**config.mk**
```make
export PLATFORM = sky130hd
export DESIGN_NAME = rx_frame_assembler
export DESIGN_NICKNAME = d
export VERILOG_FILES = /design/src/rtl/rx_frame_assembler.sv
export SDC_FILE = /design/constraint.sdc
export NUM_CORES = 1
export LEC_CHECK = 0
export BUFFER_PORTS_ARGS = -buffer_cell sky130_fd_sc_hd__buf_2
export CAP_MARGIN = 30
export CORE_MARGIN = 10
export CORE_UTILIZATION = 25
export CTS_BUF_LIST = sky130_fd_sc_hd__clkbuf_16
export DETAILED_ROUTE_END_ITERATION = 10
export PLACE_DENSITY = 0.38
export REMOVE_ABC_BUFFERS = 1
export SYNTH_ARGS = -nofsm -noshare
export SYNTH_HDL_FRONTEND = slang
export SYNTH_SLANG_ARGS = --single-unit
```
**constraint.sdc**
```tcl
create_clock -name clk -period 3.1 [get_ports clk]
set_clock_uncertainty 0.1 [all_clocks]
set_input_delay 0.62 -clock clk [delete_from_list [all_inputs] [get_ports clk]]
set_output_delay 0.62 -clock clk [all_outputs]
set_load 0.1 [all_outputs]
```
**src/rtl/rx_frame_assembler.sv**
```systemverilog
// rtl/rx_frame_assembler.sv - RX serial bit packer with parametrised serial CRC and frame status
module rx_frame_assembler #(
    parameter int WORD_WIDTH = 8,
    parameter int MAX_BITS = 512,
    parameter int CRC_WIDTH = 16,
    parameter logic [CRC_WIDTH-1:0] CRC_POLY = 16'h1021,
    parameter logic [CRC_WIDTH-1:0] CRC_INIT = 16'hFFFF,
    parameter logic [CRC_WIDTH-1:0] CRC_RESIDUE = 16'h1D0F,
    localparam int NB_W = $clog2(WORD_WIDTH + 1),
    localparam int LEN_W = $clog2(MAX_BITS + 1)
) (
    input  logic                  clk,
    input  logic                  rst,
    input  logic                  sof,
    input  logic                  eof,
    input  logic                  in_dat,
    input  logic                  in_vld,
    output logic [WORD_WIDTH-1:0] out_dat,
    output logic [NB_W-1:0]       out_nbits,
    output logic                  out_vld,
    input  logic                  out_rdy,
    output logic                  frame_done,
    output logic [LEN_W-1:0]      frame_len,
    output logic                  crc_ok,
    output logic                  err_len,
    output logic                  err_overrun
);

    localparam logic [1:0] S_IDLE  = 2'd0;
    localparam logic [1:0] S_RECV  = 2'd1;
    localparam logic [1:0] S_FLUSH = 2'd2;
    localparam logic [1:0] S_DONE  = 2'd3;

    logic [1:0]            state;
    logic [WORD_WIDTH-1:0] shreg;
    logic [WORD_WIDTH-1:0] shreg_next;
    logic [NB_W-1:0]       bit_cnt;
    logic [NB_W-1:0]       bit_cnt_next;
    logic [CRC_WIDTH-1:0]  crc;
    logic [CRC_WIDTH-1:0]  crc_next;
    logic [CRC_WIDTH-1:0]  crc_final;
    logic                  crc_fb;
    logic                  accept;
    logic                  word_full;
    logic                  slot_free;

    always_comb begin
        slot_free    = !out_vld || out_rdy;
        accept       = (state == S_RECV) && in_vld && (frame_len < LEN_W'(MAX_BITS));
        word_full    = accept && (bit_cnt == NB_W'(WORD_WIDTH - 1));
        shreg_next   = {shreg[WORD_WIDTH-2:0], in_dat};
        crc_fb       = crc[CRC_WIDTH-1] ^ in_dat;
        crc_next     = {crc[CRC_WIDTH-2:0], 1'b0} ^ (crc_fb ? CRC_POLY : '0);
        // eof-cycle bit is folded in before the frame is closed
        crc_final    = accept ? crc_next : crc;
        bit_cnt_next = word_full ? '0 : (accept ? bit_cnt + NB_W'(1) : bit_cnt);
    end

    always_ff @(posedge clk) begin
        if (rst) begin
            state       <= S_IDLE;
            shreg       <= '0;
            bit_cnt     <= '0;
            crc         <= CRC_INIT;
            out_dat     <= '0;
            out_nbits   <= '0;
            out_vld     <= 1'b0;
            frame_done  <= 1'b0;
            frame_len   <= '0;
            crc_ok      <= 1'b0;
            err_len     <= 1'b0;
            err_overrun <= 1'b0;
        end else begin
            frame_done <= 1'b0;
            if (out_vld && out_rdy) begin
                out_vld <= 1'b0;
            end
            if (sof) begin
                state       <= S_RECV;
                shreg       <= '0;
                bit_cnt     <= '0;
                crc         <= CRC_INIT;
                frame_len   <= '0;
                crc_ok      <= 1'b0;
                err_len     <= 1'b0;
                err_overrun <= 1'b0;
                out_vld     <= 1'b0;
            end else begin
                case (state)
                    S_RECV: begin
                        if (accept) begin
                            shreg     <= word_full ? '0 : shreg_next;
                            bit_cnt   <= bit_cnt_next;
                            crc       <= crc_next;
                            frame_len <= frame_len + LEN_W'(1);
                            if (word_full) begin
                                // an occupied, non-draining slot keeps its word; the new one is lost
                                if (slot_free) begin
                                    out_dat   <= shreg_next;
                                    out_nbits <= NB_W'(WORD_WIDTH);
                                    out_vld   <= 1'b1;
                                end else begin
                                    err_overrun <= 1'b1;
                                end
                            end
                        end else if (in_vld) begin
                            err_len <= 1'b1;
                        end
                        if (eof) begin
                            if (bit_cnt_next != '0) begin
                                state <= S_FLUSH;
                            end else begin
                                state      <= S_DONE;
                                frame_done <= 1'b1;
                                crc_ok     <= (crc_final == CRC_RESIDUE);
                            end
                        end
                    end
                    S_FLUSH: begin
                        if (slot_free) begin
                            out_dat    <= shreg << (NB_W'(WORD_WIDTH) - bit_cnt);
                            out_nbits  <= bit_cnt;
                            out_vld    <= 1'b1;
                            shreg      <= '0;
                            bit_cnt    <= '0;
                            state      <= S_DONE;
                            frame_done <= 1'b1;
                            crc_ok     <= (crc == CRC_RESIDUE);
                        end
                    end
                    S_DONE: begin
                        state <= S_IDLE;
                    end
                    default: begin
                        state <= S_IDLE;
                    end
                endcase
            end
        end
    end

endmodule

```
# After elaboration in Yosys (flattened, before gate mapping)

Index checks and enable logic that the tools add are counted.

Add/sub/neg operators: 3
Multipliers: 0
Divide/modulo/power cells: 0
Magnitude comparators: 1
Equality and inequality tests: 13
Shifts and indexed selects: 1
Muxes and demuxes: 39
Bitwise logic cells: 5
Reduce and logical (&&, ||, !) cells: 17

Operators by type and width:

| kind                                                   | number |
|---|---|
| 2-to-1 mux 8 bit                                       | 7 |
| equality test 16 x 13 -> 1 bit (second input constant) | 2 |
| 2-to-1 mux 4 bit                                       | 8 |
| one-hot mux 8 bit (2 select lines)                     | 2 |
| 2-to-1 mux 16 bit                                      | 1 |
| one-hot mux 4 bit (2 select lines)                     | 2 |
| bitwise XOR 16 x 13 -> 16 bit                          | 1 |
| 2-to-1 mux 13 bit                                      | 1 |
| 2-to-1 mux 1 bit                                       | 12 |
| inequality test 2 bit (second input constant)          | 6 |
| adder 10 x 1 -> 10 bit (second input constant)         | 1 |
| less-than comparator 10 bit (second input constant)    | 1 |
| AND reduction 4 bit                                    | 2 |
| left shift 8 x 4 -> 8 bit                              | 1 |
| inequality test 3 bit (second input constant)          | 2 |
| one-hot mux 1 bit (2 select lines)                     | 3 |
| AND reduction 2 bit                                    | 3 |
| AND reduction 3 bit                                    | 2 |
| AND reduction 6 bit                                    | 1 |
| adder 4 x 1 -> 4 bit (second input constant)           | 1 |
| equality test 4 x 3 -> 1 bit (second input constant)   | 1 |
| logical AND 1 bit                                      | 4 |
| 2-to-1 mux 2 bit                                       | 2 |
| one-hot mux 2 bit (2 select lines)                     | 1 |
| 10 further kinds                                       | 12 |

Bits in registers: 57
Latch bits: 0
Memory bits (writable): 0
Bits in read-only memories: 0
Input port bits: 7
Output and inout port bits: 27
Logic and storage cells: 92
Memories: 0

# Longest topological paths before layout

Gate-level depths: netlist of the first run.

Depth in word-level cells: 10
Gate-level depth with buffers: 10
Depth with buffers taken out: 8

# Worst setup path before layout of the first run

Ideal clock, no wire load.

Path type: register to register
Start point: register frame_len[9]
End point: register out_nbits[0]
Setup time: 133 ps
Data arrival time: 2298 ps
Data required time: 2867 ps
Path slack: 570 ps
Stages on the path, launching flop included: 9
Path buffers: 2
Clock period less this slack: 2530 ps
Path through: dfxtp_1 > and3b_1 > buf_2 > and4_1 > a22o_1 > and2_1 > buf_4 > nand3_1 > a21oi_1

Longest elaborated chain between the ends: 5
Elaborated cells on any way between the ends: 6
Classes of those cells: order compare: 1; eq/ne: 2; reduce/logical: 3

RTL lines:

| item                                   | RTL line | RTL |
|---|---|---|
| from (decl)                            | 23       | `output logic [LEN_W-1:0] frame_len,` |
| from (signal assigned)                 | 95       | `frame_len <= frame_len + LEN_W'(1);` |
| less-than comparator 10 bit *          | 49       | `accept = (state == S_RECV) && in_vld && (frame_len < LEN_W'(MAX_BITS));` |
| logical AND 1 bit *                    | 49       |  |
| logical AND 1 bit                      | 50       | `word_full = accept && (bit_cnt == NB_W'(WORD_WIDTH - 1));` |
| inequality test 2 bit (no source line) | -        |  |
| AND reduction 6 bit (no source line) * | -        |  |
| to (signal assigned)                   | 100      | `out_nbits <= NB_W'(WORD_WIDTH);` |
| to (signal assigned)                   | 122      | `out_nbits <= bit_cnt;` |
| to (decl)                              | 19       | `output logic [NB_W-1:0] out_nbits,` |

Every way passes the cells marked *; elsewhere a longest branch is shown, timed or not.
A chain may end at the register's enable or synchronous reset.

# Final worst setup path of the first run

Start point: register bit_cnt[1]
End point: register out_dat[6]

Longest elaborated chain between the ends: 4
Elaborated cells on any way between the ends: 8
Classes of those cells: add/sub: 1; eq/ne: 2; shift: 1; mux: 2; reduce/logical: 2

RTL lines:

| item                                                                             | RTL line | RTL |
|---|---|---|
| from (decl)                                                                      | 37       | `logic [NB_W-1:0] bit_cnt;` |
| from (signal assigned)                                                           | 93       | `bit_cnt <= bit_cnt_next;` |
| subtractor 4 bit / equality test 4 x 3 -> 1 bit (equally long branches)          | 121, 50  |  |
| left shift 8 x 4 -> 8 bit / logical AND 1 bit (equally long branches)            | 121, 50  |  |
| 2-to-1 mux 8 bit / inequality test 2 bit (equally long branches)                 | -        |  |
| one-hot mux 8 bit (2 select lines) / AND reduction 6 bit (equally long branches) | -        |  |
| to (signal assigned)                                                             | 99       | `out_dat <= shreg_next;` |
| to (signal assigned)                                                             | 121      | `out_dat <= shreg << (NB_W'(WORD_WIDTH) - bit_cnt);` |
| to (decl)                                                                        | 18       | `output logic [WORD_WIDTH-1:0] out_dat,` |

Several ways; a longest one is shown, not always the timed one. The select of a mux whose other input is x is not followed.

==> results.md, run 1 <==
* Synth Area in Compound Gates at 0.156
* Placed cells at between 400 and 500
* Maximum number of pins on one net before global-route repair at 28
* Psw at a little over 500 uW
* Worst Min Path Start: out_nbits[2]$_SDFFE_PP0P_
* DP HPWL at 5200 um
* Clock Tree Root: clkbuf_16
* Full die area at 15,500 um2
* Sequential share of power at 0.415
* Final Non-Filler Cells at between 500 and 600
* Die height at roughly 120 um
* Synthesized area at around 2700 um2
* Final Net Count at around 370
* Clk buf depth at 2
* Crit path time final at about 2.5 ns
* Most frequent cells after synthesis: dfxtp_1, nand2_1, nor2_1, nand3_1, a21oi_1
* CTS tree: yes
* Vias per cell at between 4 and 5
* Vias in the first global route at 2,317
* Starting Density at 0.253
* Sw Share at 0.278
* Flip-flop and latch count after synthesis at 57
* Final critical-path share of the clock period at 0.820
* Pwr Total at approximately 1.8 mW
* Rel. slew slack at 0.573
* Post-synthesis mux area share at 0.0512
* Hold_buf cts at 0
* DR iter-0 viols at ~160
* DR WL/cell at around 15 um
* GR Util All Layers at 0.0964
* GP Congestion at between 0.7 and 0.8
* Met3 wire len at about 260 um
* Arr. time, crit path at about 2.7 ns
* Final Worst Setup Slack at 0.557 ns
* Max Cap Viol at 0
* Required time worst endpoint at about 3.2 ns
* Setup violations, final at 0
* Number of buffers created by CTS at 9
* Post-route cell area at around 3300 um2
* Clk pwr share at 0.465
* Final WL at ~7500 um
* Die Wd at ~120 um
* Fmax at around 400 MHz
* Final Hold Fails at 0
* RR Startpoint: bit_cnt[1]$_SDFFE_PP0P_
* Worst Tran Pin Value at 0.637 ns
* Main synth FF type: dfxtp_1
* Core Util, Final at 0.306
* Initial antenna violation count at 0
* CTS clock-pin slew for the worst setup and hold paths at roughly 0.05 ns
* DRC viols at 0
* Largest family of logic cells by synthesized area: simple AND/OR/NAND/NOR gates
* Peak supply drop at between 0.2 and 0.3 mV
* Post-synthesis simple-gate area fraction at 0.270
* Synthesized instance count at about 330
* Synth top area share at 0.417
* Crit path capture type: register
* Remaining Overflow, GRT at 0
* First-pass GRT wire length at 12,300 um
* Met1 wire length at between 3000 and 4000 um
* Area contributors post-synth: dfxtp_1, nand2_1, nor2_1
* Detailed-route via count at between 2,000 and 2,500
* Power Dens Cells at 558 nW/um2
* Xor/xnor share of the synthesized area at 0.0412
* Register area share after synthesis at 0.417
* RSZ-0062 raised after global routing: false
* Final Max Slew Viols at 0
* CTS resizes at 0
* Int Pwr at 1.33 mW
* Cell with the most instances after synthesis: dfxtp_1
* Number of flops mapped to enable cells by yosys at 0
* Worst Path Max Fanout at 13
* H-tree Lvls at 3
* Nature of the critical path startpoint: register
* IO Pins at 34
* Top cell type by total area after synthesis: dfxtp_1
* Yosys warns at 0
* # diodes at 0
* Post-CTS setup buffer count at 0
* Pre-CTS setup slack at ~0.58 ns
* Area Growth Syn to Fin at 20.7%
* CP startpoint: bit_cnt[1]$_SDFFE_PP0P_
* Status: finished clean
* Row cnt at 38
* Setup TNS at 0 ns
* Hold WC Path Type: reg2reg
* DR pass1 iterations at 5
* Leak at between 1 and 1.5 nW
* Ys async rst share at 0
* Netlist cell types at 54
* Combinational share of power at 0.120
* Post-route ant nets at 0
* Highest metal used: met4
* Worst-skew pair later-pin latency at between 0.3 and 0.4 ns
* Fillers at 1,163
* Clock Sinks at between 50 and 60
* Critical path type: reg2reg
* Post-synthesis adder-cell area fraction at 0.0229
* Met2 WL at between 3000 and 4000 um
* IO Port Bufs at 33
* Fraction of layout cells with a size suffix above 1 at 0.189
* Core Box Area at roughly 11,000 um2
* Worst Hold Margin at between 0.3 and 0.4 ns
* Syn_area_per_cell at 8.34 um2
* DP Area at between 3000 and 4000 um2
area by class of cell:
| class | instances | area [um2] | area share |
|---|---|---|---|
| Inverter | 8 | 30.0 | 0.00909 |
| Multi-Input combinational cell | 244 | 1480 | 0.448 |
| Tap cell | 140 | 175 | 0.0531 |
| Timing Repair Buffer | 40 | 218 | 0.0659 |
| Clock inverter | 7 | 32.5 | 0.00985 |
| Sequential cell | 57 | 1140 | 0.346 |
| Clock buffer | 9 | 225 | 0.0682 |
critical path, stage by stage (launching register included):
cell      delay (ns)
dfxtp_1         0.48
inv_1           0.08
ha_1            0.59
mux2_2          0.40
nand2_1         0.06
o21ai_0         0.09
mux2_2          0.29
a221oi_1        0.26
nor3_1          0.08
final timing paths:
kind	end	slack (ns)	cells past startpoint
worst min register to register	out_nbits[2]$_SDFFE_PP0P_	0.35	2
worst max register to register	out_dat[6]$_SDFFE_PP0P_	0.56	8
worst min-delay path	out_nbits[2]$_SDFFE_PP0P_	0.35	2
worst max-delay path	out_dat[6]$_SDFFE_PP0P_	0.56	8
power groups by stage:
stage | combinational (mW) | sequential (mW) | clock, mW
3_3_place_gp | 0.225 | 0.780 | 0
6_report | 0.221 | 0.764 | 0.857
5_1_grt | 0.240 | 0.767 | 0.917
2_1_floorplan | 0.0906 | 0.856 | 0
3_5_place_dp | 0.224 | 0.780 | 0
4_1_cts | 0.225 | 0.764 | 0.892
cell families after synthesis:
logic type                 after synthesis
DFF                                     57
adders and majority gates                5
buffers and inverters                   27
AOI/OAI and AO/OA                       60
muxes                                   12
and+or+nand+nor                        155
xor gates and xnor gates                12
metal layers:
layer  track usage  vias to the layer above
li1              -                     1228
met1         0.119                     1136
met2         0.152                       29
met3        0.0319                        7
met4        0.0350                        0
met5             0                        -
registers in the layout, summed over array words and instances (netlist names):
name / flops
err_overrun: 1
out_dat: 8
shreg: 8
out_nbits: 4
state: 2
bit_cnt: 4
out_vld: 1
frame_done: 1
frame_len: 10
crc_ok: 1
crc: 16
err_len: 1
placed cells by master (no fill, tap or decap), types with 3 or more instances in the layout:
cell type  synthesis  final
and3_1             4      4
nor2_1            43     43
a221oi_1           7      7
o21ai_0            6      6
a21oi_1           14     14
clkbuf_16          0      9
and4_1             3      3
buf_2              4     33
nor3_1            12     12
a22oi_1            9      9
inv_1              6     10
mux2_2             6      6
ha_1               5      5
and2_1             3      3
dfxtp_1           57     57
a31oi_1            3      3
nand2_1           50     50
xor2_1             7      7
buf_4              2      7
nand3_1           21     21
xnor2_1            4      4
o211ai_1           6      6
mux2i_1            5      5
(Power assumes the default switching activity.)
==> run 2, diff against run 1 <==
Clock period 3.1 ns to 2.44 ns, I/O delays scaled along.
==> results.md, run 2 (synthesized netlist as in run 1, its figures left out) <==
* Worst-skew pair later-pin latency at roughly 0.33 ns
* Final critical-path share of the clock period at 0.932
* Arr. time, crit path at 2.38 ns
* Clock Sinks at 57
* DP HPWL at around 5500 um
* First-pass GRT wire length at approximately 13,000 um
* Remaining Overflow, GRT at 0
* Detailed-route via count at around 2,500
* Fillers at between 1,000 and 1,500
* Cell seen most often among critical-path stages: mux2_2
* DR WL/cell at between 15 and 20 um
* DR iter-0 viols at 163
* GP Congestion at about 0.73
* CP startpoint: bit_cnt[0]$_SDFFE_PP0P_
* CP Cell Sequence: inv_2 -> ha_1 -> mux2_2 -> nand2_1 -> o21ai_0 -> mux2_2 -> a221oi_1 -> nor3_1
* Full die area at between 15,000 and 20,000 um2
* Setup violations, final at 0
* R2R Path End: out_dat[6]$_SDFFE_PP0P_
* Maximum number of pins on one net before global-route repair at 28
* RR Startpoint: bit_cnt[0]$_SDFFE_PP0P_
* Core Box Area at 10,800 um2
* Crit path capture type: register
* Max reg flops at 16
* Vias in the first global route at 2,536
* Nature of the critical path startpoint: register
* Worst Tran Pin Value at between 0.5 and 0.6 ns
* Initial antenna violation count at 0
* Most frequent cells in the layout: dfxtp_1, nand2_1, nor2_1
* GR Util All Layers at 0.104
* Status: finished clean
* Clock Tree Root: clkbuf_16
* Leading registers by flop count: crc x16, frame_len x10
* Power Dens Cells at about 700 nW/um2
* Die height at roughly 120 um
* Reg2reg setup slack at about 0.17 ns
* Crit path time final at between 2 and 2.5 ns
* Fmax at 440 MHz
* Rel. slew slack at 0.634
* Vias per cell at 4.82
* CTS clock-pin slew for the worst setup and hold paths at about 0.050 ns
* Starting Density at 0.253
* Number of buffers created by CTS at 9
* Row cnt at 38
* DR pass1 iterations at 4
* RSZ-0062 raised after global routing: false
* Hold WC Path Type: reg2reg
* Die Wd at 125 um
* Area Growth Syn to Fin at 23.0%
* Placed cells at approximately 500
* Final Hold Fails at 0
* Peak supply drop at 0.351 mV
* DRC viols at 0
* Required time worst endpoint at around 2.5 ns
* Psw at between 600 and 700 uW
* Sequential share of power at 0.415
* Post-route ant nets at 0
* Critical path type: reg2reg
* Clk pwr share at 0.464
* Max Cap Viol at 0
* Worst Path Max Fanout at 6
* Crit path to: out_dat[6]$_SDFFE_PP0P_
* Commonest non-fill, non-tap cell in the layout: dfxtp_1
* Final Max Slew Viols at 0
* Core Util, Final at 0.312
* Hold_buf cts at 0
* Clk buf depth at 2
* CP max-delay cell: ha_1
* CP peak stage delay at between 0.4 and 0.5 ns
* # diodes at 0
* Fraction of layout cells with a size suffix above 1 at 0.212
* IO Pins at 34
* Final WL at 7840 um
* IO Port Bufs at 33
* Sw Share at 0.278
* Biggest register: crc
* CTS tree: yes
* FF-to-FF path depth at 8
* Final Net Count at 380
* Int Pwr at roughly 1.7 mW
* Combinational share of power at 0.122
* Final Non-Filler Cells at just over 500
* H-tree Lvls at 3
* Post-CTS setup buffer count at 0
* Leak at between 1 and 1.5 nW
-- run 2: cell types whose count changed in the layout (fill, tap and decap cells not counted) --
cell        change
nand2_1         -1
buf_4           +8
inv_1           -2
clkinv_1        +2
clkinv_2        +1
and2_1          -1
clkinvlp_4      -1
and2_2          +1
nand2_2         +1
-- run 2: how the worst min path moves through the flow --
stage / startpoint / to / slack, ns / cells past startpoint
2_1_floorplan: crc[10]$_SDFFE_PP1N_ / crc[11]$_SDFFE_PP1N_ / 0.36 / 2
3_3_place_gp: out_nbits[0]$_SDFFE_PP0P_ / out_nbits[0]$_SDFFE_PP0P_ / 0.34 / 2
3_5_place_dp: out_nbits[0]$_SDFFE_PP0P_ / out_nbits[0]$_SDFFE_PP0P_ / 0.35 / 2
4_1_cts: out_nbits[0]$_SDFFE_PP0P_ / out_nbits[0]$_SDFFE_PP0P_ / 0.35 / 2
5_1_grt: out_nbits[0]$_SDFFE_PP0P_ / out_nbits[0]$_SDFFE_PP0P_ / 0.39 / 2
6_report: out_nbits[0]$_SDFFE_PP0P_ / out_nbits[0]$_SDFFE_PP0P_ / 0.35 / 2
-- run 2: per-layer routing --
layer  vias up  part of all wire  global-route usage
met5         -                 0                   0
met4         0             0.017              0.0391
met3        10             0.034              0.0315
met2        30              0.46               0.165
met1      1181              0.48               0.128
li1       1252                 -                   -
-- run 2: final cells by class --
class / count / area [um2] / area share
clock inverters: 7 / 30.0 / 0.00893
clock buffers: 9 / 225 / 0.0670
inverters: 8 / 30.0 / 0.00893
well taps: 140 / 175 / 0.0521
flip-flops and latches: 57 / 1140 / 0.339
multi-input cells: 244 / 1480 / 0.441
repair buffers: 48 / 278 / 0.0826
-- run 2: timing repair --
action / in CTS / in global routing
endpoints found under the hold margin: 0 / 0
gates resized for setup: 0 / 2
endpoints found under the setup margin: 0 / 12
-- run 2: power groups by stage --
stage	clock [mW]	combinational [mW]	sequential [mW]
floorplan	0	0.115	1.09
finish	1.09	0.286	0.972
CTS	1.13	0.289	0.971
global route	1.17	0.313	0.975
global placement	0	0.287	0.991
detailed placement	0	0.288	0.991
-- run 2: critical path, delay by kind of cell (launching register included) --
family,cells,cell delay (ns)
AND/OR/NAND/NOR,2,0.15
flip-flops,1,0.34
buffers and inverters,1,0.04
multiplexers,2,0.67
AO/OA/AOI/OAI,2,0.42
adder cells (fa/ha/maj),1,0.42
-- run 2: metrics by stage --
step	hold slack (ns)	TNS, ns	setup WS, ns	cell area (um2)	total power, mW
2_1_floorplan	0.355	-2.93	-0.254	2650	1.20
3_3_place_gp	0.343	0	0.175	3100	1.28
3_5_place_dp	0.345	0	0.133	3100	1.28
4_1_cts	0.351	0	0.111	3360	2.39
5_1_grt	0.386	0	0.0384	3360	2.46
6_report	0.350	0	0.166	3360	2.34
==> run 3, diff against run 2 <==
Settings changed: CORE_ASPECT_RATIO from default to 1.4, CORE_UTILIZATION 25 to 57, PLACE_DENSITY 0.38 to 0.76.
==> results.md, run 3 (synthesized netlist as in run 1, its figures left out) <==
* Worst Path Max Fanout at 10
* Post-route ant nets at 0
* Remaining Overflow, GRT at 0
* Max Cap Viol at 0
* Final Net Count at between 300 and 400
* Met2 Track Usage GR at 0.302
* Detailed-route via count at about 2,500
* Fraction of layout cells with a size suffix above 1 at 0.199
* M3 GR Usage at 0.0308
* GRT busiest layer: met2
* Fmax at about 450 MHz
* Clk buf depth at 2
* Commonest non-fill, non-tap cell in the layout: dfxtp_1
* H-tree Lvls at 3
* Hold_buf cts at 0
* DR iter-0 viols at 176
* Biggest register: crc
* Crit path time final at 2.20 ns
* Clock Sinks at 57
* Worst Tran Pin Value at between 0.5 and 0.6 ns
* CP max-delay cell: mux2_2
* Clock Tree Root: clkbuf_16
* IO Port Bufs at 33
* Hold WC Path Type: reg2reg
* Final Hold Fails at 0
* CTS clock-pin slew for the worst setup and hold paths at 0.05 ns
* Initial antenna violation count at 0
* Peak supply drop at about 0.54 mV
* Final WL at 6580 um
* Die height at 102 um
* GP Congestion at between 0.8 and 0.9
* Worst-skew pair later-pin latency at around 0.32 ns
* Leading registers by flop count: crc x16, frame_len x10
* Full die area at between 8000 and 9000 um2
* Core Box Area at between 4000 and 5000 um2
* First-pass GRT wire length at around 11,000 um
* CP Cell Sequence: inv_1 -> ha_1 -> buf_4 -> nand3b_4 -> nor2_2 -> mux2_2 -> a211o_1 -> a31oi_1 -> o221a_2
* Leak at roughly 1.4 nW
* CTS resizes at 0
* Setup TNS at 0 ns
* Required time worst endpoint at around 2.6 ns
* DRC viols at 0
* Vias per cell at ~5.8
* Status: finished clean
* Met1 Use GR at 0.179
* CP bufs+invs at 2
* Vias in the first global route at ~2,400
* Worst Hold Margin at 0.350 ns
* Post-CTS setup buffer count at 0
* Final critical-path share of the clock period at 0.903
* IO Pins at 34
* Max reg flops at 16
* Critical path type: reg2reg
* DR WL/cell at 15.2 um
* Maximum number of pins on one net before global-route repair at 28
* Area Growth Syn to Fin at 18.8%
* GR Util All Layers at 0.169
* RSZ-0062 raised after global routing: false
* Final Max Slew Viols at 0
* CTS tree: yes
* CP peak stage delay at 0.35 ns
* Power Dens Cells at 702 nW/um2
* DP HPWL at 4720 um
* Pwr Total at roughly 2.3 mW
* Die Wd at between 70 and 80 um
* Row cnt at 29
* Starting Density at 0.594
* Setup violations, final at 0
* Arr. time, crit path at roughly 2.4 ns
* DR pass1 iterations at 4
* Most frequent cells in the layout: dfxtp_1, nand2_1, nor2_1
* Rel. slew slack at 0.615
* Worst path top cell family by delay: compound AO/OA/AOI/OAI gates
* # diodes at 0
* Crit path capture type: register
* Nature of the critical path startpoint: register
* Number of buffers created by CTS at 9
## run 3: final cells by class
cell class,instances,area (um2)
clock buffer,9,225
inverter,8,30.0
multi-input combinational,244,1480
tap,62,77.6
clock inverter,5,18.8
sequential,57,1140
fill,389,1360
timing repair buffer,48,278
## run 3: layer usage
layer	up-vias	wire [um]	share of wire
li1	1241	-	-
met5	-	0	0
met3	15	173	0.026
met4	0	172	0.026
met2	41	3590	0.54
met1	1203	2650	0.40
## run 3: worst paths after layout
kind	startpoint	to	slack (ns)	cells after the start
worst min register to register	out_nbits[2]$_SDFFE_PP0P_	out_nbits[2]$_SDFFE_PP0P_	0.35	2
worst max-delay path	state[1]$_SDFFE_PP0P_	crc_ok$_SDFFE_PP0P_	0.24	9
worst min-delay path	out_nbits[2]$_SDFFE_PP0P_	out_nbits[2]$_SDFFE_PP0P_	0.35	2
worst max register to register	state[1]$_SDFFE_PP0P_	crc_ok$_SDFFE_PP0P_	0.24	9
## run 3: report_power, final
group | internal, mW | switching, mW | total [mW]
Clock | 0.652 | 0.374 | 1.03
Combinational | 0.0728 | 0.211 | 0.284
Sequential | 0.957 | 0.0156 | 0.973
## run 3: stage by stage
stage | utilization | std cells | instance area (um2) | worst slack (ns)
2_1_floorplan | - | 309 | 2650 | -0.254
3_3_place_gp | 0.652 | 419 | 3010 | 0.266
3_5_place_dp | 0.652 | 419 | 3010 | 0.214
4_1_cts | 0.705 | 433 | 3250 | 0.218
5_1_grt | 0.705 | 433 | 3250 | 0.0771
6_report | 0.705 | 433 | 3250 | 0.236
## run 3: worst min-delay path, delay by kind of cell, from the launching register on
kind	cells	cell delay, ns
simple gates	1	0.05
flops	1	0.30
compound gates	1	0.05
